===== config.mk =====
export PLATFORM = sky130hd
export DESIGN_NAME = snn_inference_ctrl
export DESIGN_NICKNAME = d
export VERILOG_FILES = /design/src/rtl/snn_inference_ctrl.sv
export SDC_FILE = /design/constraint.sdc
export NUM_CORES = 1
export LEC_CHECK = 0
export CAP_MARGIN = 20
export CORE_ASPECT_RATIO = 0.9
export CORE_MARGIN = 2
export CORE_UTILIZATION = 46
export DETAILED_ROUTE_END_ITERATION = 10
export HOLD_SLACK_MARGIN = 0.06
export PLACE_DENSITY_LB_ADDON = 0.15
export SYNTH_ARGS = -nofsm -noshare
export SYNTH_HDL_FRONTEND = slang
export SYNTH_SLANG_ARGS = --single-unit
export TNS_END_PERCENT = 10

===== constraint.sdc =====
create_clock -name clk_i -period 3.62 [get_ports clk_i]
set_input_delay 0.543 -clock clk_i [delete_from_list [all_inputs] [get_ports clk_i]]
set_output_delay 0.543 -clock clk_i [all_outputs]
set_load 0.03 [all_outputs]

===== src/rtl/snn_inference_ctrl.sv =====
// ---------------------------------------------------------------------------
// snn_inference_ctrl
//
// Sequencer for the spiking classifier. A start request clears the LIF
// network and its readout counters, then the latched input spike pattern is
// held on the input layer for NUM_STEPS timesteps. The layer pipeline is then
// drained for DRAIN_CYCLES timesteps with the stimulus zeroed. Finally the
// per-class spike counters are scanned through an external select/mux to
// find the winning class (ties go to the lowest index). The result is
// reported with a one-cycle done pulse and held until the next result.
//
// Ports:
//   clk_i        clock
//   rst_ni       asynchronous active-low reset
//   start_i      start request, honoured only while idle
//   abort_i      cancel a running inference (returns to idle, no done)
//   pattern_i    input spike pattern, latched on an accepted start
//   stim_o       pattern driven to the input layer (zero outside RUN)
//   net_en_o     network/counter advance enable (RUN and DRAIN)
//   net_clr_o    synchronous clear of membranes and spike counters (CLEAR)
//   cnt_sel_o    spike counter select (scan index during SCAN, else 0)
//   cnt_i        selected counter value, combinational from cnt_sel_o
//   busy_o       high in every state except IDLE
//   done_o       one-cycle pulse when class_o/max_count_o are updated
//   class_o      winning class index
//   max_count_o  spike count of the winning class
// ---------------------------------------------------------------------------
module snn_inference_ctrl #(
  parameter int WIDTH_P      = 8,
  parameter int NUM_CLASSES  = 10,
  parameter int NUM_STEPS    = 64,
  parameter int DRAIN_CYCLES = 3
) (
  input  logic               clk_i,
  input  logic               rst_ni,
  input  logic               start_i,
  input  logic               abort_i,
  input  logic [WIDTH_P-1:0] pattern_i,
  output logic [WIDTH_P-1:0] stim_o,
  output logic               net_en_o,
  output logic               net_clr_o,
  output logic [3:0]         cnt_sel_o,
  input  logic [WIDTH_P-1:0] cnt_i,
  output logic               busy_o,
  output logic               done_o,
  output logic [3:0]         class_o,
  output logic [WIDTH_P-1:0] max_count_o
);

  typedef enum logic [2:0] {
    S_IDLE,
    S_CLEAR,
    S_RUN,
    S_DRAIN,
    S_SCAN,
    S_DONE
  } state_t;

  state_t             state;
  logic [WIDTH_P-1:0] pattern_q;
  logic [7:0]         step_cnt;
  logic [3:0]         scan_idx;
  logic [WIDTH_P-1:0] best_val;
  logic [3:0]         best_idx;

  logic               take;
  logic [WIDTH_P-1:0] best_val_nxt;
  logic [3:0]         best_idx_nxt;

  // The scan index register drives the counter mux directly, so the value
  // on cnt_i always belongs to the index being evaluated this cycle.
  assign cnt_sel_o = scan_idx;

  // Running argmax. The first scan cycle seeds the best registers; later
  // cycles replace only on a strictly greater (unsigned) count, which keeps
  // ties on the lowest index.
  always_comb begin
    take         = (scan_idx == 4'd0) || (cnt_i > best_val);
    best_val_nxt = best_val;
    best_idx_nxt = best_idx;
    if (take) begin
      best_val_nxt = cnt_i;
      best_idx_nxt = scan_idx;
    end
  end

  // All outputs are registered: each transition sets the outputs that belong
  // to the state being entered.
  always_ff @(posedge clk_i or negedge rst_ni) begin
    if (!rst_ni) begin
      state       <= S_IDLE;
      pattern_q   <= '0;
      step_cnt    <= '0;
      scan_idx    <= '0;
      best_val    <= '0;
      best_idx    <= '0;
      stim_o      <= '0;
      net_en_o    <= 1'b0;
      net_clr_o   <= 1'b0;
      busy_o      <= 1'b0;
      done_o      <= 1'b0;
      class_o     <= '0;
      max_count_o <= '0;
    end else if (abort_i && (state != S_IDLE)) begin
      // Abort wins over every transition; the previous result is kept.
      state     <= S_IDLE;
      step_cnt  <= '0;
      scan_idx  <= '0;
      stim_o    <= '0;
      net_en_o  <= 1'b0;
      net_clr_o <= 1'b0;
      busy_o    <= 1'b0;
      done_o    <= 1'b0;
    end else begin
      case (state)
        S_IDLE: begin
          if (start_i) begin
            pattern_q <= pattern_i;
            state     <= S_CLEAR;
            net_clr_o <= 1'b1;
            busy_o    <= 1'b1;
          end
        end

        S_CLEAR: begin
          state     <= S_RUN;
          net_clr_o <= 1'b0;
          net_en_o  <= 1'b1;
          stim_o    <= pattern_q;
          step_cnt  <= '0;
        end

        S_RUN: begin
          if (step_cnt == 8'(NUM_STEPS - 1)) begin
            step_cnt <= '0;
            stim_o   <= '0;
            if (DRAIN_CYCLES == 0) begin
              state    <= S_SCAN;
              net_en_o <= 1'b0;
              scan_idx <= '0;
            end else begin
              state <= S_DRAIN;
            end
          end else begin
            step_cnt <= step_cnt + 8'd1;
          end
        end

        S_DRAIN: begin
          if (step_cnt == 8'(DRAIN_CYCLES - 1)) begin
            step_cnt <= '0;
            state    <= S_SCAN;
            net_en_o <= 1'b0;
            scan_idx <= '0;
          end else begin
            step_cnt <= step_cnt + 8'd1;
          end
        end

        S_SCAN: begin
          best_val <= best_val_nxt;
          best_idx <= best_idx_nxt;
          if (scan_idx == 4'(NUM_CLASSES - 1)) begin
            state       <= S_DONE;
            scan_idx    <= '0;
            done_o      <= 1'b1;
            class_o     <= best_idx_nxt;
            max_count_o <= best_val_nxt;
          end else begin
            scan_idx <= scan_idx + 4'd1;
          end
        end

        S_DONE: begin
          state  <= S_IDLE;
          done_o <= 1'b0;
          busy_o <= 1'b0;
        end

        default: begin
          state <= S_IDLE;
        end
      endcase
    end
  end

endmodule


======== After elaboration in Yosys (flattened, before gate mapping) ========
Index checks and enable logic that the tools add are counted.
storage, ports and cells
  bits in registers ....................... 59
  input bits .............................. 20
  output and inout bits ................... 28
  logic and storage cells ................. 81
cells by class
  $add $sub $neg .......................... 2
  order comparisons ....................... 1
  equal/unequal tests ..................... 12
  muxes and demuxes ....................... 30
  bitwise logic cells ..................... 1
  reduce and logical (&&, ||, !) cells .... 22
operators with widths
  operator                                                                number
  8-bit two-way mux                                                       6
  8-bit one-hot mux with 3 select lines                                   1
  3-bit nonzero test                                                      7
  4-bit two-way mux                                                       4
  8-bit one-hot mux with 2 select lines                                   1
  3-bit two-way mux                                                       5
  3-bit one-hot mux with 5 select lines                                   1
  2-bit AND reduction                                                     7
  3-bit inequality test (second input constant)                           4
  8-bit by 1-bit adder with 8-bit output (second input constant)          1
  8-bit by 2-bit equality test with 1-bit output (second input constant)  1
  8-bit by 6-bit equality test with 1-bit output (second input constant)  1
  8-bit greater-than comparator                                           1
  1-bit one-hot mux with 2 select lines                                   4
  4-bit one-hot mux with 2 select lines                                   1
  1-bit two-way mux                                                       7
  3-bit by 2-bit equality test with 1-bit output (second input constant)  2
  3-bit equality test (second input constant)                             2
  3-bit AND reduction                                                     2
  4-bit by 1-bit adder with 4-bit output (second input constant)          1
  4-bit equality test (second input constant)                             1
  4-bit logical NOT                                                       1
  4-bit AND reduction                                                     1
  4-bit nonzero test                                                      1
  other kinds (5)                                                         5

======== Longest topological paths before layout ========
Gate-level depths: netlist (run 1).
  depth in word-level cells ............... 4
  gate-level depth with buffers ........... 8
  gate-level depth less buffers ........... 7

======== Worst setup path after synthesis (run 1) ========
Ideal clock, no wire load.
  kind .................................... in2reg
  start ................................... input cnt_i[3]
  end ..................................... register best_idx[1]
  library setup time ...................... 0.125 ns
  arrival time ............................ 1.918 ns
  required time ........................... 3.495 ns
  path slack .............................. 1.577 ns
  stages on the path ...................... 7
  buffers on the path ..................... 1
  cell sequence ........................... ha_1 > nand4_1 > nor2_4 > o21bai_2 > o21ai_2 > buf_6 > mux2_4
between the ends
  cells in the longest elaborated chain, start to end .. 3
ends and longest elaborated chain
  item                           RTL line  text
  start: declaration             43        input logic [WIDTH_P-1:0] cnt_i,
  8-bit greater-than comparator  78        take = (scan_idx == 4'd0) || (cnt_i > best_val);
  1-bit logical OR               78
  4-bit two-way mux              81        if (take) begin
  end signal: assignment         162       best_idx <= best_idx_nxt;
  end: declaration               64        logic [3:0] best_idx;
Every way passes these cells.
A chain may end at the register's enable or synchronous reset.

======== Worst setup path in the final report (run 1) ========
  start ................................... input cnt_i[0]
  end ..................................... register best_idx[0]
The elaborated chain is that of the path after synthesis.

==> reports/metrics.yaml, run 1 <==
yosys.area_share.xor_xnor: 0.005636
port_buffers: 47
vdd_drop_max_mv: 0.3668
end_kind: "register"
via_count: 2322
p_switching_mw: 0.8015
worstSetupPathType: "input port to register"
clk_pin_slew_ns: 0.06
status: "completed"
die_w_um: 90.65
rows: 28
core-area_um2: 6551
p_int_mw: 1.600
synthMuxAreaShare: 0.08132
synthFlopType: "dfrtp_1"
rsz0062_at_grt: "false"
mostFrequentLayoutCells: "dfrtp_1 (59), clkdlybuf4s50_1 (46), o21ai_0 (24)"
period_share: 0.7696
clock_tree.buffer_depth: 2
dp_hpwl_um: 4444
slew_violations: 0
clock-root-buffer: "clkbuf_8"
drive_above_1_share: 0.1647
period_needed_ns: 2.786
relSlewSlack: 0.3640
p_seq_frac: 0.401
avgSynthCellArea_um2: 10.79
grt_util_all_layers: 0.1903
final_util: 0.5882
cts_resized: 0
synth_edf_count: 0
dr.first_iter.drc_count: 94
initial_core_util: 0.4744
sw_frac_of_total: 0.3338
clock.fmax_ghz: 0.3590
cts_made_buffers: 9
ys_warn_count: 0
clockPowerShare: 0.282
yosysTopAreaCell: "dfrtp_1"
wl_per_cell_um: 15.05
synth_area_um2: 3108
globalRouteMet2Util: 0.2903
htreeDepth: 3
hold_viol: 0
area_growth_pct: 23.99
gp_congestion: 0.8017
syn_inst: 288
grt-ovfl-total: 0
worst_pin_slew_ns: 0.9540
layout_commonest_cell: "dfrtp_1"
via_per_inst: 5.400
fin_nets: 368
synth_top_cell_area_share: 0.4750
synth-simple-area-share: 0.1574
async_reset_ff_frac: 1.000
combPwrFrac: 0.317
cap_violations: 0
antenna_cells: 0
fin_worst_skew_ns: 0.003751
cts_hold_buf: 0
grt_max_degree: 44
gr-usage-met3: 0.05963
drc_errors: 0
crit_path_start_kind: "input port"
cp.required_ns: 3.83
yosysUniqueCellTypes: 58
clkLatencyLatePin_ns: 0.33
grt_use_met1: 0.2592
synth_top_family_by_area: "compound AO/OA/AOI/OAI gates"
postCtsSetupBuffers: 0
syn_nets: 321
p_per_area_nw_per_um2: 623.1
die_h_um: 81.98
ios: 48
tns_ns: 0
grt_pass1_wl_um: 10940
antenna_found_initial: 0
reg2reg_slack_ns: 1.12
detail-route-antenna-nets: 0
die-area_um2: 7431
grt_pass1_vias: 2236
setup-violations-final: 0
wl_um: 6472
synth_fa_ha_area_frac: 0.05233
busiest_layer: "met2"
ys_ff_latch: 59
ys_seq_area_frac: 0.4750
critPathArrivalTime_ns: 3.00
cts_sinks: 59
hp-class: "input port to asynchronous set/reset pin"
power.static_leakage_nw: 1.648
crit_fanout: 12
cts_tree: "done"
netlist_top_cells_area: "dfrtp_1 (48%), ha_1 (5.2%), o21ai_0 (3.9%)"
dr.pass1.iters: 4
synth_compound_area_frac: 0.1836
==> cell families (layout without fill, tap and decap cells) <==
family          after synthesis  after routing
compound gates               80             80
xor+xnor                      2              2
fa+ha+maj                    13             13
buf+inv                      29             81
flops                        59             59
mux                          20             20
simple gates                 85             85
==> cells in the mapped netlist (all sizes together), types with 3 or more instances <==
| master | n |
|---|---|
| a21o | 3 |
| a21oi | 8 |
| a22o | 10 |
| a31oi | 11 |
| a32o | 3 |
| buf | 12 |
| dfrtp | 59 |
| ha | 13 |
| inv | 15 |
| mux2 | 18 |
| nand2 | 22 |
| nand3 | 16 |
| nand4 | 4 |
| nor2 | 21 |
| nor2b | 5 |
| nor3b | 4 |
| nor4 | 4 |
| o211ai | 4 |
| o21ai | 25 |
==> worst paths after layout <==
kind / endpoint / startpoint / cells after the start
worst max-delay path: best_idx[0]$_DFFE_PN0P_ / cnt_i[0] / 8
worst min-delay path: class_o[3]$_DFFE_PN0P_ / rst_ni / 1
worst max register to register: best_idx[0]$_DFFE_PN0P_ / best_val[2]$_DFFE_PN0P_ / 7
worst min register to register: done_o$_DFFE_PN0P_ / done_o$_DFFE_PN0P_ / 1
max in group asynchronous: step_cnt[6]$_DFFE_PN0P_ / rst_ni / 2
min in group clk_i: done_o$_DFFE_PN0P_ / done_o$_DFFE_PN0P_ / 1
==> cell type report <==
class                   count  area, um2
clock buffers              12      155.1
flip-flops and latches     59       1476
clock inverters             4      72.57
inverters                  15      56.30
multi-input cells         200       1493
repair buffers             50      488.0
fillers                   582       2698
well taps                  90      112.6
==> layer usage <==
layer  routed length (um)  up-vias  share of wire
li1                     -     1144              -
met2                 2848       56           0.44
met1                 3251     1118           0.50
met5                    0        -              0
met4                   56        0         0.0087
met3                  315        4          0.049
==> flip-flops by register name, indices dropped and copies added, names as in the netlist <==
signal / flops
best_val: 8
max_count_o: 8
pattern_q: 8
step_cnt: 8
stim_o: 8
best_idx: 4
class_o: 4
cnt_sel_o: 4
state: 3
busy_o: 1
done_o: 1
net_clr_o: 1
net_en_o: 1
==> worst max-delay path, stage by stage <==
cell	delay (ns)
clkdlybuf4s50_1	0.51
inv_1	0.06
ha_1	0.27
nand4_1	0.14
nor2_4	0.21
o21bai_2	0.19
o21ai_2	0.67
mux2_2	0.41
==> stage by stage <==
| stage | setup WS, ns | power (mW) | hold slack, ns | cells | instance area [um2] |
|---|---|---|---|---|---|
| 2_1_floorplan | 1.577 | 1.508 | 0.2474 | 288 | 3108 |
| 3_3_place_gp | 0.5517 | 1.716 | 0.4603 | 414 | 3626 |
| 3_5_place_dp | 0.5098 | 1.738 | 0.4662 | 414 | 3626 |
| 4_1_cts | 0.8753 | 2.429 | 0.3915 | 430 | 3854 |
| 5_1_grt | 0.7155 | 2.559 | 0.4331 | 430 | 3854 |
| 6_report | 0.8342 | 2.401 | 0.3677 | 430 | 3854 |
==> power by group through the flow <==
stage               combinational, mW  clock [mW]  sequential (mW)
finish                          0.760       0.677            0.964
global route                    0.842       0.733            0.984
CTS                             0.767       0.699            0.963
detailed placement              0.766           0            0.971
global placement                0.747           0            0.969
floorplan                       0.535           0            0.973
No activity file was read; power rests on OpenSTA's default activity.
==> run 2, diff against run 1 <==
==> constraint.sdc (replaced) <==
create_clock -name clk_i -period 2.67 [get_ports clk_i]
set_input_delay 0.4005 -clock clk_i [delete_from_list [all_inputs] [get_ports clk_i]]
set_output_delay 0.4005 -clock clk_i [all_outputs]
set_load 0.03 [all_outputs]
==> reports/metrics.yaml, run 2 (synthesis results as in run 1) <==
p_int_mw: 1.951
crit_fanout: 7
antenna_cells: 0
relSlewSlack: 0.5080
cts_sinks: 59
clock.fmax_ghz: 0.4744
hold_viol: 0
cts_resized: 0
worstSetupPathType: "input port to register"
ios: 48
period_share: 0.7894
rows: 28
reg2reg_to: "best_val[2]$_DFFE_PN0P_"
dr.first_iter.drc_count: 115
postCtsSetupBuffers: 0
end_kind: "register"
setup-violations-final: 0
period_needed_ns: 2.108
critPathArrivalTime_ns: 2.32
vdd_drop_max_mv: 0.4247
via_count: 2294
area_growth_pct: 23.03
combPwrFrac: 0.343
cts_made_buffers: 9
clk_pin_slew_ns: 0.06
detail-route-antenna-nets: 0
drive_above_1_share: 0.1715
crit_path_start_kind: "input port"
startpoint: "cnt_i[1]"
power_mw: 3.010
hp-class: "input port to asynchronous set/reset pin"
reg2reg_slack_ns: 0.69
grt_util_all_layers: 0.1840
sw_frac_of_total: 0.3518
clkLatencyLatePin_ns: 0.33
cp.required_ns: 2.88
die_w_um: 90.65
grt_pass1_vias: 2200
p_seq_frac: 0.433
antenna_found_initial: 0
mostFrequentLayoutCells: "dfrtp_1 (59), clkdlybuf4s50_1 (46), o21ai_0 (24)"
die_h_um: 81.98
htreeDepth: 3
grt_pass1_wl_um: 10680
power.static_leakage_nw: 1.643
fin_nets: 373
crit_slowest_cell: "clkdlybuf4s50_1"
rr_worst_depth: 7
drc_errors: 0
layout_commonest_cell: "dfrtp_1"
status: "completed"
fin_worst_skew_ns: 0.005452
dp_hpwl_um: 4349
r2r-start: "cnt_sel_o[0]$_DFFE_PN0P_"
port_buffers: 47
wl_um: 6253
initial_core_util: 0.4744
via_per_inst: 5.286
cts_tree: "done"
core-area_um2: 6551
n_fill_cell: 595
cts_hold_buf: 0
gp_congestion: 0.8033
cap_violations: 0
clockPowerShare: 0.224
dr.pass1.iters: 4
clock-root-buffer: "clkbuf_8"
slew_violations: 0
rsz0062_at_grt: "false"
grt_max_degree: 60
wl_per_cell_um: 14.41
grt-ovfl-total: 0
max_stage_delay_ns: 0.46
clock_tree.buffer_depth: 2
p_per_area_nw_per_um2: 787.2
crit_path_cell_trace: "clkdlybuf4s50_1 > ha_1 > nor2b_2 > o211ai_2 > a211oi_2 > o21ai_2 > buf_4 > mux2_4"
tns_ns: 0
worst_pin_slew_ns: 0.7380
p_switching_mw: 1.059
die-area_um2: 7431
## run 2: metrics by stage
stage	worst slack (ns)	std cells	utilization	hold slack (ns)	cell area, um2
after floorplan	0.6876	288	-	0.1049	3108
after global placement	0.2611	419	0.5592	0.4697	3664
after detailed placement	0.2091	419	0.5592	0.4771	3664
after CTS	0.5549	434	0.5837	0.2534	3824
after global routing	0.4727	434	0.5837	0.2921	3824
final	0.5622	434	0.5837	0.2291	3824
## run 2: worst max-delay path by stage
stage,end,slack [ns]
6_report,best_val[2]$_DFFE_PN0P_,0.56
5_1_grt,best_idx[1]$_DFFE_PN0P_,0.47
4_1_cts,best_val[2]$_DFFE_PN0P_,0.55
3_5_place_dp,best_val[2]$_DFFE_PN0P_,0.21
3_3_place_gp,best_val[7]$_DFFE_PN0P_,0.26
2_1_floorplan,best_idx[1]$_DFFE_PN0P_,0.69
## run 2: power groups by stage
stage                     clock network (mW)  logic [mW]  registers (mW)
after global routing                   0.745        1.15            1.34
after global placement                     0        1.03            1.31
final                                  0.674        1.03            1.30
after CTS                              0.701        1.05            1.30
after floorplan                            0       0.725            1.32
after detailed placement                   0        1.05            1.31
## run 2: per-layer routing
| metal | up-vias | part of all wire | global-route usage |
|---|---|---|---|
| li1 | 1153 | - | - |
| met1 | 1085 | 0.50 | 0.2496 |
| met2 | 48 | 0.45 | 0.2873 |
| met3 | 8 | 0.040 | 0.05413 |
| met4 | 0 | 0.014 | 0.05846 |
| met5 | - | 0 | 0 |
## run 2: cell type report
class | instances | area [um2] | area share
clock buffers | 12 | 145.1 | 0.03796
clock inverters | 3 | 15.01 | 0.003927
inverters | 15 | 56.30 | 0.01473
multi-input cells | 200 | 1493 | 0.3904
flip-flops and latches | 59 | 1476 | 0.3861
well taps | 90 | 112.6 | 0.02945
repair buffers | 55 | 525.5 | 0.1374
## run 2: worst max-delay path: cells and delay by family
kind / cells / cell delay [ns]
AND/OR/NAND/NOR: 1 / 0.16
multiplexers: 1 / 0.31
AO/OA/AOI/OAI: 3 / 0.46
adder cells (fa/ha/maj): 1 / 0.32
buffers and inverters: 2 / 0.66
